## config.mk

```make
export PLATFORM = sky130hd
export DESIGN_NAME = accel_mmio_bridge_flat
export DESIGN_NICKNAME = d
export VERILOG_FILES = /design/src/rtl/accel_mmio_bridge_pkg.sv /design/src/rtl/accel_mmio_bridge_if.sv /design/src/rtl/accel_mmio_bridge_sync_fifo.sv /design/src/rtl/accel_mmio_bridge.sv /design/src/flat_wrapper.sv
export SDC_FILE = /design/constraint.sdc
export NUM_CORES = 1
export LEC_CHECK = 0
export ABC_AREA = 1
export BUFFER_PORTS_ARGS = -buffer_cell sky130_fd_sc_hd__buf_2
export CORE_ASPECT_RATIO = 0.9
export CORE_MARGIN = 2
export CORE_UTILIZATION = 46
export DETAILED_ROUTE_END_ITERATION = 10
export GPL_ROUTABILITY_DRIVEN = 0
export GPL_TIMING_DRIVEN = 0
export PLACE_DENSITY_LB_ADDON = 0.15
export SLEW_MARGIN = 15
export SYNTH_ARGS = -nofsm -noshare
export SYNTH_HDL_FRONTEND = slang
export SYNTH_HIERARCHICAL = 1
export SYNTH_SLANG_ARGS = --single-unit
```

## constraint.sdc

```tcl
create_clock -name clk -period 10.3 [get_ports clk]
set_clock_uncertainty 0.05 [all_clocks]
set_input_delay 1.03 -clock clk [delete_from_list [all_inputs] [get_ports clk]]
set_output_delay 1.03 -clock clk [all_outputs]
set_load 0.03 [all_outputs]
```

## src/rtl/accel_mmio_bridge_pkg.sv

```systemverilog
// Shared definitions for the accelerator MMIO bridge.
//   - register offsets (word index, addr[4:2])
//   - CTRL / IRQSTAT bit positions
//   - default FIFO depth
package accel_pkg;

   typedef enum logic [2:0] {
      REG_CTRL    = 3'd0,
      REG_STATUS  = 3'd1,
      REG_DIN     = 3'd2,
      REG_DOUT    = 3'd3,
      REG_IRQSTAT = 3'd4
   } reg_e;

   localparam int CTRL_EN     = 0;
   localparam int CTRL_CLR    = 1;
   localparam int CTRL_IRQ_EN = 2;

   localparam int IRQ_OVF   = 0;
   localparam int IRQ_UDF   = 1;
   localparam int IRQ_AVAIL = 2;

   localparam int DEF_FIFO_DEPTH = 8;

endpackage

```

## src/rtl/accel_mmio_bridge_if.sv

```systemverilog
// CPU-side memory bus of the accelerator bridge.
//   master : CPU / interconnect (drives valid, wstrb, addr, wdata)
//   slave  : bridge (drives ready, rdata)
interface accel_mmio_bridge_if;
   logic        iomem_valid;
   logic        iomem_ready;
   logic [3:0]  iomem_wstrb;
   logic [31:0] iomem_addr;
   logic [31:0] iomem_wdata;
   logic [31:0] iomem_rdata;

   modport master (
      output iomem_valid, iomem_wstrb, iomem_addr, iomem_wdata,
      input  iomem_ready, iomem_rdata
   );

   modport slave (
      input  iomem_valid, iomem_wstrb, iomem_addr, iomem_wdata,
      output iomem_ready, iomem_rdata
   );
endinterface

```

## src/rtl/accel_mmio_bridge_sync_fifo.sv

```systemverilog
// Single-clock FIFO with show-ahead head.
//   clk, resetn   : clock, async active-low reset
//   clr           : synchronous flush, dominates push/pop
//   push, wdata   : write side; accepted when not full or when popping
//   pop, rdata    : read side; rdata is the current head, pop ignored when empty
//   full, empty, level : occupancy
module sync_fifo #(
   parameter int DEPTH = 8,
   parameter int WIDTH = 32
) (
   input  logic                     clk,
   input  logic                     resetn,
   input  logic                     clr,
   input  logic                     push,
   input  logic [WIDTH-1:0]         wdata,
   input  logic                     pop,
   output logic [WIDTH-1:0]         rdata,
   output logic                     full,
   output logic                     empty,
   output logic [$clog2(DEPTH):0]   level
);
   localparam int AW = $clog2(DEPTH);

   logic [WIDTH-1:0] mem [DEPTH];
   logic [AW-1:0]    wr_ptr, rd_ptr;
   logic [AW:0]      cnt;
   logic             do_push, do_pop;

   assign empty   = (cnt == '0);
   assign full    = (cnt == (AW+1)'(DEPTH));
   assign level   = cnt;
   assign rdata   = mem[rd_ptr];
   // a pop frees the slot, so a full FIFO can take a push in the same cycle
   assign do_pop  = pop && !empty;
   assign do_push = push && (!full || do_pop);

   always_ff @(posedge clk or negedge resetn) begin
      if (!resetn) begin
         wr_ptr <= '0;
         rd_ptr <= '0;
         cnt    <= '0;
      end else if (clr) begin
         wr_ptr <= '0;
         rd_ptr <= '0;
         cnt    <= '0;
      end else begin
         if (do_push) wr_ptr <= wr_ptr + AW'(1);
         if (do_pop)  rd_ptr <= rd_ptr + AW'(1);
         if (do_push && !do_pop)      cnt <= cnt + (AW+1)'(1);
         else if (!do_push && do_pop) cnt <= cnt - (AW+1)'(1);
      end
   end

   // storage needs no reset; occupancy state guards every read
   always_ff @(posedge clk) begin
      if (do_push && !clr) mem[wr_ptr] <= wdata;
   end
endmodule

```

## src/rtl/accel_mmio_bridge.sv

```systemverilog
// MMIO front end for the data-processing accelerator.
//   clk, resetn        : clock, async active-low reset
//   bus (slave)        : CPU word bus, one wait cycle per access
//   m_valid/ready/data : word stream to the core (from DATA_IN writes)
//   s_valid/ready/data : result stream from the core (read via DATA_OUT)
//   irq                : level interrupt, registered
module accel_mmio_bridge
   import accel_pkg::*;
#(
   parameter int FIFO_DEPTH = DEF_FIFO_DEPTH,
   parameter int DATA_W     = 32
) (
   input  logic               clk,
   input  logic               resetn,
   accel_mmio_bridge_if.slave bus,
   output logic               m_valid,
   input  logic               m_ready,
   output logic [DATA_W-1:0]  m_data,
   input  logic               s_valid,
   output logic               s_ready,
   input  logic [DATA_W-1:0]  s_data,
   output logic               irq
);
   localparam int LW = $clog2(FIFO_DEPTH) + 1;

   logic              ready_q;
   logic [31:0]       rdata_q, rd_val;
   logic              en, irq_en, ovf, udf;
   logic [2:0]        ra;
   logic              acc, wr, rd;
   logic              wr_ctrl, wr_din, wr_irq, rd_dout, clr;
   logic              in_full, in_empty, out_full, out_empty;
   logic [LW-1:0]     in_level, out_level;
   logic              in_pop, out_push;
   logic [DATA_W-1:0] out_head;
   logic              unused_addr;

   assign unused_addr = ^{bus.iomem_addr[31:5], bus.iomem_addr[1:0]};

   // acc is the single cycle whose edge raises ready: all side effects happen here
   assign ra      = bus.iomem_addr[4:2];
   assign acc     = bus.iomem_valid && !ready_q;
   assign wr      = acc && (bus.iomem_wstrb != 4'h0);
   assign rd      = acc && (bus.iomem_wstrb == 4'h0);
   assign wr_ctrl = wr && (ra == REG_CTRL);
   assign wr_din  = wr && (ra == REG_DIN);
   assign wr_irq  = wr && (ra == REG_IRQSTAT);
   assign rd_dout = rd && (ra == REG_DOUT);
   assign clr     = wr_ctrl && bus.iomem_wdata[CTRL_CLR];

   assign m_valid  = en && !in_empty;
   assign s_ready  = en && !out_full;
   assign in_pop   = m_valid && m_ready;
   assign out_push = s_valid && s_ready;

   sync_fifo #(.DEPTH(FIFO_DEPTH), .WIDTH(DATA_W)) u_in_fifo (
      .clk(clk), .resetn(resetn), .clr(clr),
      .push(wr_din), .wdata(bus.iomem_wdata),
      .pop(in_pop), .rdata(m_data),
      .full(in_full), .empty(in_empty), .level(in_level)
   );

   sync_fifo #(.DEPTH(FIFO_DEPTH), .WIDTH(DATA_W)) u_out_fifo (
      .clk(clk), .resetn(resetn), .clr(clr),
      .push(out_push), .wdata(s_data),
      .pop(rd_dout), .rdata(out_head),
      .full(out_full), .empty(out_empty), .level(out_level)
   );

   always_comb begin
      rd_val = '0;
      case (ra)
         REG_CTRL:    rd_val = {29'd0, irq_en, 1'b0, en};
         REG_STATUS:  rd_val = {12'd0, 4'(out_level), 4'd0, 4'(in_level),
                                4'd0, out_full, out_empty, in_full, in_empty};
         REG_DOUT:    rd_val = out_empty ? '0 : out_head;
         REG_IRQSTAT: rd_val = {29'd0, !out_empty, udf, ovf};
         default:     rd_val = '0;
      endcase
   end

   always_ff @(posedge clk or negedge resetn) begin
      if (!resetn) begin
         ready_q <= 1'b0;
         rdata_q <= '0;
         en      <= 1'b0;
         irq_en  <= 1'b0;
         ovf     <= 1'b0;
         udf     <= 1'b0;
         irq     <= 1'b0;
      end else begin
         ready_q <= acc;
         rdata_q <= rd ? rd_val : '0;
         if (wr_ctrl) begin
            en     <= bus.iomem_wdata[CTRL_EN];
            irq_en <= bus.iomem_wdata[CTRL_IRQ_EN];
         end
         if (clr) begin
            ovf <= 1'b0;
            udf <= 1'b0;
         end else begin
            // a write into a full FIFO is only lost if the core is not draining it this cycle
            if (wr_din && in_full && !in_pop)                ovf <= 1'b1;
            else if (wr_irq && bus.iomem_wdata[IRQ_OVF])     ovf <= 1'b0;
            if (rd_dout && out_empty)                        udf <= 1'b1;
            else if (wr_irq && bus.iomem_wdata[IRQ_UDF])     udf <= 1'b0;
         end
         irq <= irq_en && (ovf || udf || !out_empty);
      end
   end

   assign bus.iomem_ready = ready_q;
   assign bus.iomem_rdata = rdata_q;
endmodule

```

## src/flat_wrapper.sv

```systemverilog
// flat-port wrapper written by rule: the top's interface ports become plain ports
module accel_mmio_bridge_flat import accel_pkg::*;
#(
   parameter int FIFO_DEPTH = DEF_FIFO_DEPTH,
   parameter int DATA_W     = 32
)
  (clk, resetn, m_valid, m_ready, m_data, s_valid, s_ready, s_data, irq, bus_iomem_valid, bus_iomem_wstrb, bus_iomem_addr, bus_iomem_wdata, bus_iomem_ready, bus_iomem_rdata);
  accel_mmio_bridge_if bus_i ();
  input  logic clk;
  input  logic resetn;
  output logic m_valid;
  input  logic m_ready;
  output logic [DATA_W-1:0] m_data;
  input  logic s_valid;
  output logic s_ready;
  input  logic [DATA_W-1:0] s_data;
  output logic irq;
  input wire logic [$bits(bus_i.iomem_valid)-1:0] bus_iomem_valid;
  input wire logic [$bits(bus_i.iomem_wstrb)-1:0] bus_iomem_wstrb;
  input wire logic [$bits(bus_i.iomem_addr)-1:0] bus_iomem_addr;
  input wire logic [$bits(bus_i.iomem_wdata)-1:0] bus_iomem_wdata;
  output wire logic [$bits(bus_i.iomem_ready)-1:0] bus_iomem_ready;
  output wire logic [$bits(bus_i.iomem_rdata)-1:0] bus_iomem_rdata;
  assign bus_i.iomem_valid = bus_iomem_valid;
  assign bus_i.iomem_wstrb = bus_iomem_wstrb;
  assign bus_i.iomem_addr = bus_iomem_addr;
  assign bus_i.iomem_wdata = bus_iomem_wdata;
  assign bus_iomem_ready = bus_i.iomem_ready;
  assign bus_iomem_rdata = bus_i.iomem_rdata;
  accel_mmio_bridge #(.FIFO_DEPTH(FIFO_DEPTH), .DATA_W(DATA_W)) u_core (.clk(clk), .resetn(resetn), .bus(bus_i), .m_valid(m_valid), .m_ready(m_ready), .m_data(m_data), .s_valid(s_valid), .s_ready(s_ready), .s_data(s_data), .irq(irq));
endmodule
```

==> metrics.log <==
[metrics] Post-Layout Inst Area: 26860 µm²
[metrics] count of cell types in the netlist: 37
[metrics] num rows: 77
[metrics] setup slack after placement: 6.209 ns
[metrics] fillers: 4206
[metrics] share of the synthesized area in the top cell type: 0.6688
[metrics] flip-flop cell with the highest count after synthesis: edfxtp_1
[metrics] number of storage elements in the synthesis netlist: 570
[metrics] sequence of cells on the critical path: inv_2 -> buf_6 -> clkbuf_1 -> o21ai_0 -> o21ai_0 -> nand2_1 -> nand2_1 -> buf_2
[metrics] initial standard-cell utilization of the core: 0.4669
[metrics] number of nets still failing antenna checks after routing: 0
[metrics] post-synthesis async set-or-reset flop share: 0.1018
[metrics] sequential element share of the synthesized area: 0.7320
[metrics] DRC Markers: 0
[metrics] number of I/O pins: 173
[metrics] placeable core region: 49230 µm²
[metrics] sequential cell area: 16830 µm²
[metrics] outcome: finished clean
[metrics] startpoint types: flop
[metrics] Detail Placement HPWL: 38830 µm
[metrics] most area-hungry cell type in the Yosys netlist: edfxtp_1
[metrics] Post-Synthesis Cell Area: 22990 µm²
[metrics] critical path endpoint category: primary output
[metrics] Worst Hold Class: input port to asynchronous set/reset pin
[metrics] routed wirelength normalized by instance count: 21.09 µm
[metrics] cell types with the largest area share after synthesis: edfxtp_1 67%, nor2_1 7.3%, dfrtp_1 6.3%, o21ai_0 6.1%, nand2_1 4.6%
[metrics] global-route usage over all layers: 0.2380
[metrics] endpoints failing setup: 0
[metrics] Critical Path RT: 9.22 ns
[metrics] worst reg2reg setup slack: 6.86 ns
[metrics] Worst Path Max Fanout: 10
[metrics] initial drt markers: 1573
[metrics] number of flops mapped to enable cells by yosys: 512
[metrics] final total power: 6.922 mW
[metrics] total of warnings raised by yosys: 6
[metrics] total setup buffers inserted after CTS: 0
[metrics] proportion of layout cells with a drive suffix above 1: 0.1575
[metrics] final-stage net count: 2277
[metrics] largest net degree at the start of global routing: 42
[metrics] most frequent cells after synthesis: 512 x edfxtp_1, 448 x nor2_1, 280 x o21ai_0, 279 x nand2_1, 120 x o21ai_1
[metrics] Pleak: 9.918 nW
[metrics] clock-pin slew on the worst setup and hold paths: 0.06 ns
[metrics] share of the clock period used by the worst path after layout: 0.3607
[metrics] synthesis-to-finish area growth: 16.84%
[metrics] full die area: 51780 µm²
[metrics] Num CTS Buffers: 58
[metrics] via count of the first global-routing pass: 15078
[metrics] number of instances in the synthesized netlist: 1942
[metrics] Avg Synthesized Cell Area: 11.84 µm²
[metrics] combined buffer and inverter count along the critical path: 4
[metrics] Sink Count: 570
[metrics] number of instances in the placed design: 2773
[metrics] power density of the placed cells: 257.7 nW/µm²
[metrics] Total Negative Setup Slacks: 0 ns
[metrics] CTS root buffer: clkbuf_16
[metrics] vias per cell: 5.370
[metrics] wire length reported by the detailed router: 60790 µm
[metrics] area of combinational cells with multiple inputs: 5460 µm²
[metrics] die span in x: 239.6 µm
[metrics] Worst Path Class, Setup: flop to primary output
[metrics] H-tree Lvls: 2
[metrics] final cell count without fillers: 2882
[metrics] total number of vias: 15475
[metrics] worst slew pin tran: 1.026 ns
[metrics] CP top delay family: buffers and inverters
[metrics] Placed Area: 25070 µm²
[metrics] CTS hold repair buffers: 0
[metrics] number of nets produced by synthesis: 2057
[metrics] maximum vdd drop: 0.0001439 V
[metrics] CTS Buffer Depth: 3
[metrics] wire length of the first global-routing pass: 91390 µm
[metrics] Critical-path top delay cell: clkbuf_1
[metrics] grt ovf: 0
[metrics] DR pass1 iterations: 5
[metrics] highest clock rate: 269.2 MHz
[metrics] total of cells resized after clock tree synthesis: 0
[metrics] min Tclk post-route: 3.715 ns
[metrics] RSZ-0062 raised after global routing: no
[metrics] TritonCTS clock tree: yes
[metrics] headroom to the max-slew limit: 0.3133
[metrics] post-route worst setup slack: 6.585 ns
[metrics] arrival time at the worst endpoint: 2.64 ns
[metrics] dominant cell by count in the synthesized netlist: edfxtp_1
[metrics] clock latency reported for the late side of the worst-skew pair: 0.63 ns
[metrics] antenna violations before repair: 6
[metrics] # port buffers: 143
[metrics] final hold violation count: 0
[metrics] Largest stage delay, worst path: 0.48 ns
[metrics] count of max-cap constraint violations: 0
[metrics] max-slew violations: 0
[metrics] die height: 216.1 µm
## stage by stage
step / utilization / hold slack, ns
floorplan: - / 0.4321
global placement: 0.4985 / 0.4220
detailed placement: 0.5091 / 0.4361
CTS: 0.5454 / 0.2375
global route: 0.5455 / 0.2503
finish: 0.5455 / 0.2420
## path summary, 6_finish.rpt
| check | start | end | cells after the start |
|---|---|---|---|
| worst max-delay path | u_core/u_in_fifo/rd_ptr[0] | m_data[30] | 8 |
| worst min-delay path | resetn | u_core/bus.iomem_rdata[11] | 1 |
| worst max register to register | u_core/bus.iomem_ready | u_core/u_in_fifo/mem[5][23] | 8 |
| worst min register to register | u_core/bus.iomem_ready | u_core/bus.iomem_ready | 1 |
| max in group asynchronous | resetn | u_core/bus.iomem_rdata[28] | 2 |
| min in group clk | u_core/bus.iomem_ready | u_core/bus.iomem_ready | 1 |
## state kept, by name, summed over array words and instances, names as in the netlist, 3 cells and up
signal and cells:
u_core/u_in_fifo/wr_ptr 3, u_core/u_in_fifo/mem 256, u_core/u_out_fifo/mem 256, u_core/bus.iomem_rdata 32, u_core/u_out_fifo/level 4, u_core/u_out_fifo/wr_ptr 3
u_core/u_out_fifo/rd_ptr 3, u_core/u_in_fifo/rd_ptr 3, u_core/u_in_fifo/level 4
## per-layer routing
layer,GRT usage,share of wire
met1,0.3615,0.46
met2,0.3534,0.44
met3,0.04700,0.080
met4,0.05896,0.019
met5,0,0.00086
## placed cells by master, fill, tap and decap left out, types with 2 or more instances in the layout
| cell | n |
|---|---|
| a21oi_1 | 10 |
| a21oi_2 | 2 |
| a22oi_1 | 9 |
| buf_1 | 2 |
| buf_12 | 11 |
| buf_16 | 8 |
| buf_2 | 178 |
| buf_4 | 11 |
| buf_6 | 7 |
| bufinv_16 | 3 |
| clkbuf_1 | 54 |
| clkbuf_16 | 59 |
| clkbuf_2 | 12 |
| clkinv_1 | 12 |
| clkinv_2 | 10 |
| dfrtp_1 | 58 |
| diode_2 | 2 |
| edfxtp_1 | 512 |
| fa_1 | 2 |
| ha_1 | 8 |
| inv_1 | 58 |
| inv_2 | 4 |
| inv_6 | 2 |
| nand2_1 | 279 |
| nand2_2 | 7 |
| nand3_1 | 12 |
| nand3_2 | 3 |
| nand3b_1 | 3 |
| nand4_1 | 2 |
| nor2_1 | 432 |
| nor2_2 | 5 |
| nor2_4 | 20 |
| nor3_1 | 3 |
| o21ai_0 | 280 |
| o21ai_1 | 120 |
| xnor2_1 | 2 |
## final cells by class
type | instances | area share
Clock buffer | 80 | 0.05791
Buffer | 103 | 0.02162
Multi-Input combinational cell | 1205 | 0.2033
Sequential cell | 570 | 0.6265
Inverter | 64 | 0.008945
Antenna cell | 2 | 0.0001863
Tap cell | 671 | 0.03126
Clock inverter | 27 | 0.008619
Timing Repair Buffer | 160 | 0.04165
## where the power goes
group | internal (mW) | switching, mW
Combinational | 0.605 | 1.57
Sequential | 2.68 | 0.0670
Clock | 1.13 | 0.872
## cells by family after synthesis
kind of cell,synth area share
buf+inv,0.03571
fa+ha+maj,0.006096
flops,0.7320
xor+xnor,0.0007622
compound gates,0.09378
simple gates,0.1317
No activity file was read; power rests on OpenSTA's default activity.
